`src/rtl/rv32_mem.sv`:
```
// rv32_mem: RV32 memory stage.
// - Issues load/store requests on the data bus.
// - Performs byte/half lane steering and load extension.
// - Resolves branches combinationally.
// - Registers the writeback result.
// Optional feature: define RV32_MEM_MISALIGN_TRAP_EN to trap misaligned half/word
// accesses instead of silently aligning them.
module rv32_mem (
  input  logic        clk,
  input  logic        rst_n,
  input  logic        stall_in,
  input  logic        flush_in,
  input  logic        mem_read_in,
  input  logic        mem_write_in,
  input  logic [1:0]  mem_width_in,
  input  logic        mem_zero_extend_in,
  input  logic [1:0]  branch_op_in,
  input  logic [4:0]  rd_in,
  input  logic        rd_writeback_in,
  input  logic [31:0] result_in,
  input  logic [31:0] rs2_value_in,
  input  logic [31:0] branch_pc_in,
  output logic [31:0] data_address_out,
  output logic        data_read_out,
  output logic        data_write_out,
  output logic [3:0]  data_write_mask_out,
  output logic [31:0] data_write_value_out,
  input  logic [31:0] data_read_value_in,
  input  logic        data_ready_in,
  output logic        busy_out,
  output logic        branch_taken_out,
  output logic [31:0] branch_pc_out,
  output logic [4:0]  rd_out,
  output logic        rd_writeback_out,
  output logic [31:0] rd_value_out
`ifdef RV32_MEM_MISALIGN_TRAP_EN
  ,
  output logic        trap_out
`endif
);

  localparam logic [1:0] BR_NEVER    = 2'b00;
  localparam logic [1:0] BR_ZERO     = 2'b01;
  localparam logic [1:0] BR_NON_ZERO = 2'b10;
  localparam logic [1:0] BR_ALWAYS   = 2'b11;

  typedef enum logic [0:0] {S_IDLE = 1'b0, S_WAIT = 1'b1} state_t;

  // Byte-enable pattern for a store of the given width at the given low address bits.
  function automatic logic [3:0] store_mask(input logic [1:0] width, input logic [1:0] lo);
    case (width)
      2'b00:   return 4'b0001 << lo;
      2'b01:   return lo[1] ? 4'b1100 : 4'b0011;
      default: return 4'b1111;
    endcase
  endfunction

  // Store data replicated across all lanes so that the mask alone selects the bytes.
  function automatic logic [31:0] store_data(input logic [1:0] width, input logic [31:0] v);
    case (width)
      2'b00:   return {4{v[7:0]}};
      2'b01:   return {2{v[15:0]}};
      default: return v;
    endcase
  endfunction

  // Pick the addressed lane out of the bus word and extend it to 32 bits.
  function automatic logic [31:0] load_data(input logic [1:0] width, input logic zext,
                                            input logic [1:0] lo, input logic [31:0] v);
    logic [7:0]  b;
    logic [15:0] h;
    case (lo)
      2'b00:   b = v[7:0];
      2'b01:   b = v[15:8];
      2'b10:   b = v[23:16];
      default: b = v[31:24];
    endcase
    h = lo[1] ? v[31:16] : v[15:0];
    case (width)
      2'b00:   return {{24{~zext & b[7]}}, b};
      2'b01:   return {{16{~zext & h[15]}}, h};
      default: return v;
    endcase
  endfunction

`ifdef RV32_MEM_MISALIGN_TRAP_EN
  // Half needs bit 0 clear, word (and the 11 encoding) needs both low bits clear.
  function automatic logic misaligned(input logic [1:0] width, input logic [1:0] lo);
    case (width)
      2'b00:   return 1'b0;
      2'b01:   return lo[0];
      default: return lo != 2'b00;
    endcase
  endfunction
`endif

  state_t      state_r;
  logic [31:0] addr_r;
  logic [1:0]  width_r;
  logic        zext_r;
  logic        read_r;
  logic        write_r;
  logic [3:0]  mask_r;
  logic [31:0] wdata_r;
  logic [4:0]  rd_r;
  logic        wb_r;
  // Result of a transfer that finished while the pipeline was stalled.
  logic        done_r;
  logic [4:0]  done_rd_r;
  logic        done_wb_r;
  logic [31:0] done_value_r;

  logic        mem_op_s;
  logic        misalign_s;
  logic        idle_access_s;
  logic        access_s;
  logic        complete_s;
  logic        busy_s;
  logic [31:0] req_addr_s;
  logic [31:0] req_wdata_s;
  logic [3:0]  req_mask_s;
  logic [1:0]  req_width_s;
  logic        req_zext_s;
  logic        req_read_s;
  logic        req_write_s;
  logic [31:0] load_value_s;
  logic [31:0] comp_value_s;
  logic [4:0]  comp_rd_s;
  logic        comp_wb_s;

  // A fresh access is only started from IDLE, unflushed, and not already done under stall.
  always_comb begin
    mem_op_s = (state_r == S_IDLE) & (mem_read_in | mem_write_in) & ~flush_in & ~done_r;
`ifdef RV32_MEM_MISALIGN_TRAP_EN
    misalign_s = mem_op_s & misaligned(mem_width_in, result_in[1:0]);
`else
    misalign_s = 1'b0;
`endif
    idle_access_s = mem_op_s & ~misalign_s;
  end

  // Active request: the latched copy while waiting, live inputs otherwise.
  always_comb begin
    req_addr_s  = result_in;
    req_width_s = mem_width_in;
    req_zext_s  = mem_zero_extend_in;
    req_read_s  = 1'b0;
    req_write_s = 1'b0;
    req_mask_s  = 4'b0000;
    req_wdata_s = 32'd0;
    access_s    = 1'b0;
    comp_rd_s   = rd_in;
    comp_wb_s   = rd_writeback_in;
    if (state_r == S_WAIT) begin
      req_addr_s  = addr_r;
      req_width_s = width_r;
      req_zext_s  = zext_r;
      req_read_s  = read_r;
      req_write_s = write_r;
      req_mask_s  = mask_r;
      req_wdata_s = wdata_r;
      access_s    = 1'b1;
      comp_rd_s   = rd_r;
      comp_wb_s   = wb_r & ~flush_in;
    end else begin
      req_read_s  = mem_read_in & idle_access_s;
      req_write_s = mem_write_in & idle_access_s;
      req_mask_s  = store_mask(mem_width_in, result_in[1:0]);
      req_wdata_s = store_data(mem_width_in, rs2_value_in);
      access_s    = idle_access_s;
    end
    complete_s   = access_s & data_ready_in;
    busy_s       = access_s & ~data_ready_in;
    load_value_s = load_data(req_width_s, req_zext_s, req_addr_s[1:0], data_read_value_in);
    comp_value_s = req_read_s ? load_value_s : req_addr_s;
  end

  // Bus request outputs, forced quiet while reset is asserted.
  always_comb begin
    data_address_out     = 32'd0;
    data_read_out        = 1'b0;
    data_write_out       = 1'b0;
    data_write_mask_out  = 4'b0000;
    data_write_value_out = 32'd0;
    busy_out             = 1'b0;
    if (rst_n) begin
      data_address_out = {req_addr_s[31:2], 2'b00};
      data_read_out    = req_read_s;
      data_write_out   = req_write_s;
      busy_out         = busy_s;
      if (req_write_s) begin
        data_write_mask_out  = req_mask_s;
        data_write_value_out = req_wdata_s;
      end else begin
        data_write_mask_out  = 4'b0000;
        data_write_value_out = 32'd0;
      end
    end else begin
      busy_out = 1'b0;
    end
  end

  // Branch resolution is purely combinational; a flush cancels the redirect.
  always_comb begin
    branch_pc_out = branch_pc_in;
    case (branch_op_in)
      BR_NEVER:    branch_taken_out = 1'b0;
      BR_ZERO:     branch_taken_out = ~flush_in & (result_in == 32'd0);
      BR_NON_ZERO: branch_taken_out = ~flush_in & (result_in != 32'd0);
      BR_ALWAYS:   branch_taken_out = ~flush_in;
      default:     branch_taken_out = 1'b0;
    endcase
  end

  // Bus FSM: latch the request when the bus is not ready on the first cycle.
  always_ff @(posedge clk or negedge rst_n) begin
    if (!rst_n) begin
      state_r <= S_IDLE;
      addr_r  <= 32'd0;
      width_r <= 2'b00;
      zext_r  <= 1'b0;
      read_r  <= 1'b0;
      write_r <= 1'b0;
      mask_r  <= 4'b0000;
      wdata_r <= 32'd0;
      rd_r    <= 5'd0;
      wb_r    <= 1'b0;
    end else begin
      case (state_r)
        S_IDLE: begin
          if (idle_access_s && !data_ready_in) begin
            state_r <= S_WAIT;
            addr_r  <= result_in;
            width_r <= mem_width_in;
            zext_r  <= mem_zero_extend_in;
            read_r  <= mem_read_in;
            write_r <= mem_write_in;
            mask_r  <= req_mask_s;
            wdata_r <= req_wdata_s;
            rd_r    <= rd_in;
            wb_r    <= rd_writeback_in;
          end
        end
        S_WAIT: begin
          // The transfer is never aborted; a flush only drops its writeback.
          if (data_ready_in) state_r <= S_IDLE;
          if (flush_in)      wb_r    <= 1'b0;
        end
        default: state_r <= S_IDLE;
      endcase
    end
  end

  // Park a result that completed under stall so the bus is not hit a second time.
  always_ff @(posedge clk or negedge rst_n) begin
    if (!rst_n) begin
      done_r       <= 1'b0;
      done_rd_r    <= 5'd0;
      done_wb_r    <= 1'b0;
      done_value_r <= 32'd0;
    end else if (!stall_in) begin
      done_r <= 1'b0;
    end else if (complete_s) begin
      done_r       <= 1'b1;
      done_rd_r    <= comp_rd_s;
      done_wb_r    <= comp_wb_s;
      done_value_r <= comp_value_s;
    end else if (done_r && flush_in) begin
      done_wb_r <= 1'b0;
    end
  end

  // Writeback registers advance only when the pipeline is not stalled.
  always_ff @(posedge clk or negedge rst_n) begin
    if (!rst_n) begin
      rd_out           <= 5'd0;
      rd_writeback_out <= 1'b0;
      rd_value_out     <= 32'd0;
    end else if (stall_in) begin
      rd_out           <= rd_out;
      rd_writeback_out <= rd_writeback_out;
      rd_value_out     <= rd_value_out;
    end else if (state_r == S_IDLE && done_r) begin
      rd_out           <= done_rd_r;
      rd_writeback_out <= done_wb_r & ~flush_in;
      rd_value_out     <= done_value_r;
    end else if (complete_s) begin
      rd_out           <= comp_rd_s;
      rd_writeback_out <= comp_wb_s;
      rd_value_out     <= comp_value_s;
    end else if (busy_s || (state_r == S_IDLE && (flush_in || misalign_s))) begin
      rd_out           <= 5'd0;
      rd_writeback_out <= 1'b0;
      rd_value_out     <= 32'd0;
    end else begin
      rd_out           <= rd_in;
      rd_writeback_out <= rd_writeback_in;
      rd_value_out     <= result_in;
    end
  end

`ifdef RV32_MEM_MISALIGN_TRAP_EN
  // One-cycle trap pulse for a misaligned access that was suppressed.
  always_ff @(posedge clk or negedge rst_n) begin
    if (!rst_n) begin
      trap_out <= 1'b0;
    end else begin
      trap_out <= ~stall_in & misalign_s;
    end
  end
`endif

endmodule

```
`config.mk`:
```
export PLATFORM = sky130hd
export DESIGN_NAME = rv32_mem
export DESIGN_NICKNAME = d
export VERILOG_FILES = /design/src/rtl/rv32_mem.sv
export SDC_FILE = /design/constraint.sdc
export NUM_CORES = 1
export LEC_CHECK = 0
export CORE_ASPECT_RATIO = 0.6
export CORE_MARGIN = 5
export CORE_UTILIZATION = 40
export CTS_BUF_LIST = sky130_fd_sc_hd__clkbuf_16
export DETAILED_ROUTE_END_ITERATION = 8
export GPL_TIMING_DRIVEN = 0
export PLACE_DENSITY = 0.73
export SLEW_MARGIN = 25
export SYNTH_ARGS = -nofsm -noshare
export SYNTH_HDL_FRONTEND = slang
export SYNTH_SLANG_ARGS = --single-unit
```
`constraint.sdc`:
```
create_clock -name clk -period 10.37 [get_ports clk]
set_clock_uncertainty 0.1 [all_clocks]
set_input_delay 3.111 -clock clk [delete_from_list [all_inputs] [get_ports clk]]
set_output_delay 3.111 -clock clk [all_outputs]
set_load 0.02 [all_outputs]
```
==> After elaboration in Yosys (flattened, before gate mapping) <==
Index checks and enable logic that the tools add are counted.
Widths: inputs -> output; s select.
{ "totals": {"reg_bits": 157, "out_inout_bits": 142, "inputBits": 146, "elab_cells": 109} }
{ "classes": {"n_reduce_logical": 17, "bitwise_logic": 19, "shifts": 1, "eq_ne": 10, "n_mux": 45} }
{ "op_table": {"columns": ["op", "count"], "rows": [
  ["$mux 32", 9],
  ["$pmux 32 s2", 2],
  ["$logic_not 32->1", 1],
  ["$reduce_bool 32->1", 1],
  ["$pmux 8 s3", 1],
  ["$mux 5", 4],
  ["$mux 1", 19],
  ["$mux 16", 1],
  ["$mux 4", 4],
  ["$and 1x1->1", 13],
  ["$eq 2x1->1 const B", 4],
  ["$logic_not 2->1", 4],
  ["$pmux 4 s2", 1],
  ["$reduce_and 2->1", 4],
  ["$eq 2x2->1 const B", 3],
  ["$not 1->1", 5],
  ["$logic_and 1x1->1", 4],
  ["$ne 2x2->1 const B", 2],
  ["$pmux 1 s2", 2],
  ["$pmux 1 s4", 1],
  ["$shl 1x2->4 const A", 1],
  ["$mux 2", 1],
  ["$ne 2x1->1 const B", 1],
  ["$reduce_bool 2->1", 1],
  ["3 further kinds", 3]
]} }

==> Longest topological paths before layout <==
Gate-level depths: netlist (run 1).
{ "depth": {"word_depth": 10, "depth_mapped": 9, "depth_no_buf": 5} }

==> Worst setup path after synthesis (run 1) <==
No wires, ideal clock.
{ "synth_path": {"path_kind": "input port to output port", "startpoint": "in mem_width_in[1]", "endpoint": "out data_write_mask_out[1]", "setup_slack_ns": 2.638, "t_required_ns": 7.159, "t_arrival_ns": 4.521, "path_buffers": 3, "cell_stages": 5, "cell_sequence": "buf_4 > clkbuf_1 > clkbuf_1 > nor2_1 > a211oi_1"} }
{ "synth_via": {"elab_chain_cells": 5, "elab_cells_between_ends": 6, "classes_between": "eq/ne (1); mux (4); reduce/logical (1)"} }
{ "synth_rtl": {"columns": ["item", "line", "rtl"], "rows": [
  ["start: declaration", "15", "input logic [1:0] mem_width_in,"],
  ["$eq 2x1->1 / $logic_not 2->1 (equally long branches)", "51", "case (width)"],
  ["$pmux 4 s2 *", "51", null],
  ["$mux 4 *", "154", "if (state_r == S_WAIT) begin"],
  ["$mux 4 *", "191", "if (req_write_s) begin"],
  ["$mux 4 *", "186", "if (rst_n) begin"],
  ["end: declaration", "26", "output logic [3:0] data_write_mask_out,"]
]} }
Every way passes the cells marked *; elsewhere a longest branch is shown, timed or not.

==> Final worst setup path (run 1) <==
{ "layout_path": {"startpoint": "in result_in[30]", "endpoint": "out branch_taken_out"} }
{ "layout_via": {"elab_chain_cells": 3, "elab_cells_between_ends": 5, "classes_between": "mux (1); bitwise (2); reduce/logical (2)"} }
{ "layout_rtl": {"columns": ["item", "line", "rtl"], "rows": [
  ["start: declaration", "20", "input logic [31:0] result_in,"],
  ["$reduce_bool 32->1 / $logic_not 32->1 (equally long branches)", "209, 208", null],
  ["$and 1x1->1 (on tied branches)", "209, 208", null],
  ["$pmux 1 s4 *", "206", "case (branch_op_in)"],
  ["end: declaration", "31", "output logic branch_taken_out,"]
]} }
Marked as above.

==> flow_summary.json, run 1 <==
{
  "drv_slew": 0,
  "ys.flop_type": "dfrtp_1",
  "cts_setup_buffers": 0,
  "fmax_mhz": 107.0,
  "ctsHoldBuffers": 0,
  "grt_pass1_vias": 9559,
  "grt_overflow": 0,
  "p_sw_uw": 788.5,
  "syn_inst": 1195,
  "vias_per_cell": 5.699,
  "critical_path_class": "in2out",
  "clkPwrFrac": 0.318,
  "ys_ff_latch": 157,
  "cts_sinks": 157,
  "die_w_um": 211.6,
  "yosys.area.top_type_share": 0.4027,
  "cp.arrival_ns": 6.13,
  "drt_iter0_markers": 1269,
  "combPwrFrac": 0.311,
  "synth_top_area_cell": "dfrtp_1",
  "endpoint_kind": "primary output",
  "routedWlPerCell_um": 21.44,
  "place_congestion": 0.9755,
  "yosys.cell_count.top_type": "nand2_1",
  "dp_cells": 1769,
  "synthTopCellsByArea": "dfrtp_1 40%, nand2_1 10%, mux2i_1 8.5%, nor2_1 5.8%, o21ai_0 3.8%",
  "ys_seq_area_frac": 0.4027,
  "p_sw_frac": 0.3427,
  "p_int_uw": 1512,
  "leakage_uw": 0.005821,
  "worstSetupStartpointType": "input port",
  "hold_path.class": "reg2reg",
  "min_path_cells": 2,
  "synth_area_per_cell_sq_um": 8.165,
  "drt_first_pass_iters": 5,
  "ir_drop_v": 0.0001278,
  "clockBufferDepth": 2,
  "r2r.worst_path.cells": 8,
  "htreeDepth": 4,
  "grt_max_degree": 72,
  "crit_fanout": 4,
  "initial_utilization": 0.4046,
  "synthArstFlopShare": 1.000,
  "finalCritPeriodShare": 0.9012,
  "multi_input_area_sq_mm": 0.005116,
  "core_area_sq_mm": 0.02411,
  "worstMarginPinSlew_ns": 0.9541,
  "cts-root-buf": "clkbuf_16",
  "antenna_found_initial": 3,
  "p_seq_frac": 0.370,
  "cts_inserted_buffers": 17,
  "top_level_ports": 288,
  "drv_cap": 0,
  "synth_cell_types": 53,
  "cts_tree": "done",
  "wl_um": 38630,
  "io_buffers": 249,
  "layout.nets": 1615,
  "powerDensity_mw_per_mm2": 171.8,
  "drive_gt1_frac": 0.09398,
  "drcViolationCount": 0,
  "ff_latch_area_sq_mm": 0.003929,
  "track_usage": 0.2706,
  "n_fill_cell": 2243,
  "slew_headroom": 0.3457,
  "synth-edff-count": 0,
  "finalSetupViolCount": 0,
  "fin_cells": 1802,
  "ant_nets": 0,
  "dr_total_vias": 10270,
  "clk_pin_slew_ns": 0.07,
  "fin_crit_ns": 9.346,
  "tns_ns": 0,
  "ys_top_cells_by_count": "271 x nand2_1, 157 x dfrtp_1, 150 x nor2_1, 83 x mux2i_1, 75 x o21ai_0",
  "clk_latency_ns": 0.44,
  "grt_pass1_wl_um": 57290,
  "die_area_sq_mm": 0.02772,
  "status": "finished clean",
  "row_count": 44,
  "die_y_um": 131.0,
  "hold_violations": 0,
  "cts.repair.resized": 0,
  "mappedNetlistArea_sq_mm": 0.009757,
  "dpl.hpwl_um": 29850,
  "synth_warnings": 0,
  "required_ns": 7.16,
  "area_delta_synth_final_pct": 37.20,
  "rsz0062_at_grt": "no"
}
cell families after synthesis:
logic type | synth area share
multiplexers | 0.1073
adder cells (fa/ha/maj) | 0.003848
flip-flops | 0.4027
AND/OR/NAND/NOR | 0.2254
other | 0.0003843
XOR/XNOR | 0.0008978
AO/OA/AOI/OAI | 0.1861
buffers and inverters | 0.07335
worst max-delay path, stage by stage:
cell,delay [ns]
clkdlybuf4s50_1,0.53
nor4_1,0.78
nand4_1,0.44
nor2_1,0.37
xnor2_1,0.10
o21ai_0,0.17
clkdlybuf4s50_1,0.64
flip-flops by register name, summed over array words and instances, names as in the netlist:
name              count
addr_r               32
done_value_r         32
rd_value_out         32
wdata_r              32
done_rd_r             5
rd_out                5
rd_r                  5
mask_r                4
width_r               2
done_r                1
done_wb_r             1
rd_writeback_out      1
read_r                1
state_r               1
wb_r                  1
write_r               1
zext_r                1
final timing paths:
check	from	endpoint	slack, ns
worst max-delay path	result_in[30]	branch_taken_out	1.02
worst min-delay path	addr_r[18]	addr_r[18]	0.38
worst max register to register	state_r	addr_r[17]	7.36
worst min register to register	addr_r[18]	addr_r[18]	0.38
max in group asynchronous	rst_n	addr_r[8]	7.10
min in group asynchronous	rst_n	rd_out[0]	2.42
final cells by class:
type                       count  share of cell area
multi-input combinational    900              0.3822
sequential                   157              0.2935
timing repair buffer         251              0.1907
buffer                       126             0.04982
clock buffer                  17             0.03178
tap                          322             0.03010
clock inverter                15             0.01813
inverter                      13            0.003645
antenna                        1           0.0001869
per-layer routing:
metal	vias to the layer above	routed length, um	track usage
met5	-	19	0
met4	4	453	0.06132
met3	46	4849	0.08136
met2	608	15790	0.3680
met1	4951	17520	0.4182
li1	4661	-	-
metrics by stage:
stage | power [uW] | setup slack (ns) | util | cell area, sq um | hold slack, ns
final | 2300 | 1.024 | 0.5552 | 13390 | 0.3764
after floorplan | 1250 | 2.638 | - | 9761 | 0.3401
after global routing | 2407 | 1.034 | 0.5552 | 13390 | 0.3963
after CTS | 2290 | 1.236 | 0.5551 | 13380 | 0.3731
after global placement | 1543 | -5.488 | 0.5249 | 12660 | 0.3524
after detailed placement | 1565 | 1.247 | 0.5273 | 12720 | 0.3565
power groups by stage:
stage / clock network (uW) / logic, uW / registers (uW)
floorplan: 0 / 384 / 867
global placement: 0 / 690 / 853
detailed placement: 0 / 706 / 859
CTS: 733 / 709 / 849
global route: 762 / 777 / 867
finish: 732 / 716 / 852
placed cells by master, fill, tap and decap left out, types with 10 or more instances in the layout:
cell               n
a211oi_1          12
a21oi_1           67
a221oi_1          16
a32oi_1           21
and2_1            21
buf_2             29
buf_4             38
clkbuf_1          54
clkbuf_16         17
clkdlybuf4s50_1  248
dfrtp_1          157
inv_1             12
mux2_2            18
mux2i_1           83
nand2_1          271
nor2_1           150
nor2b_1           23
nor3_1            10
o21ai_0           75
o21ai_1           11
o31ai_1           37
No activity file was read; power rests on OpenSTA's default activity.
==> run 2, diff against run 1 <==
Settings changed: CAP_MARGIN from default to 5.
==> results of run 2 <==
No change in the layout: final DEF, timing and power equal those of run 1.
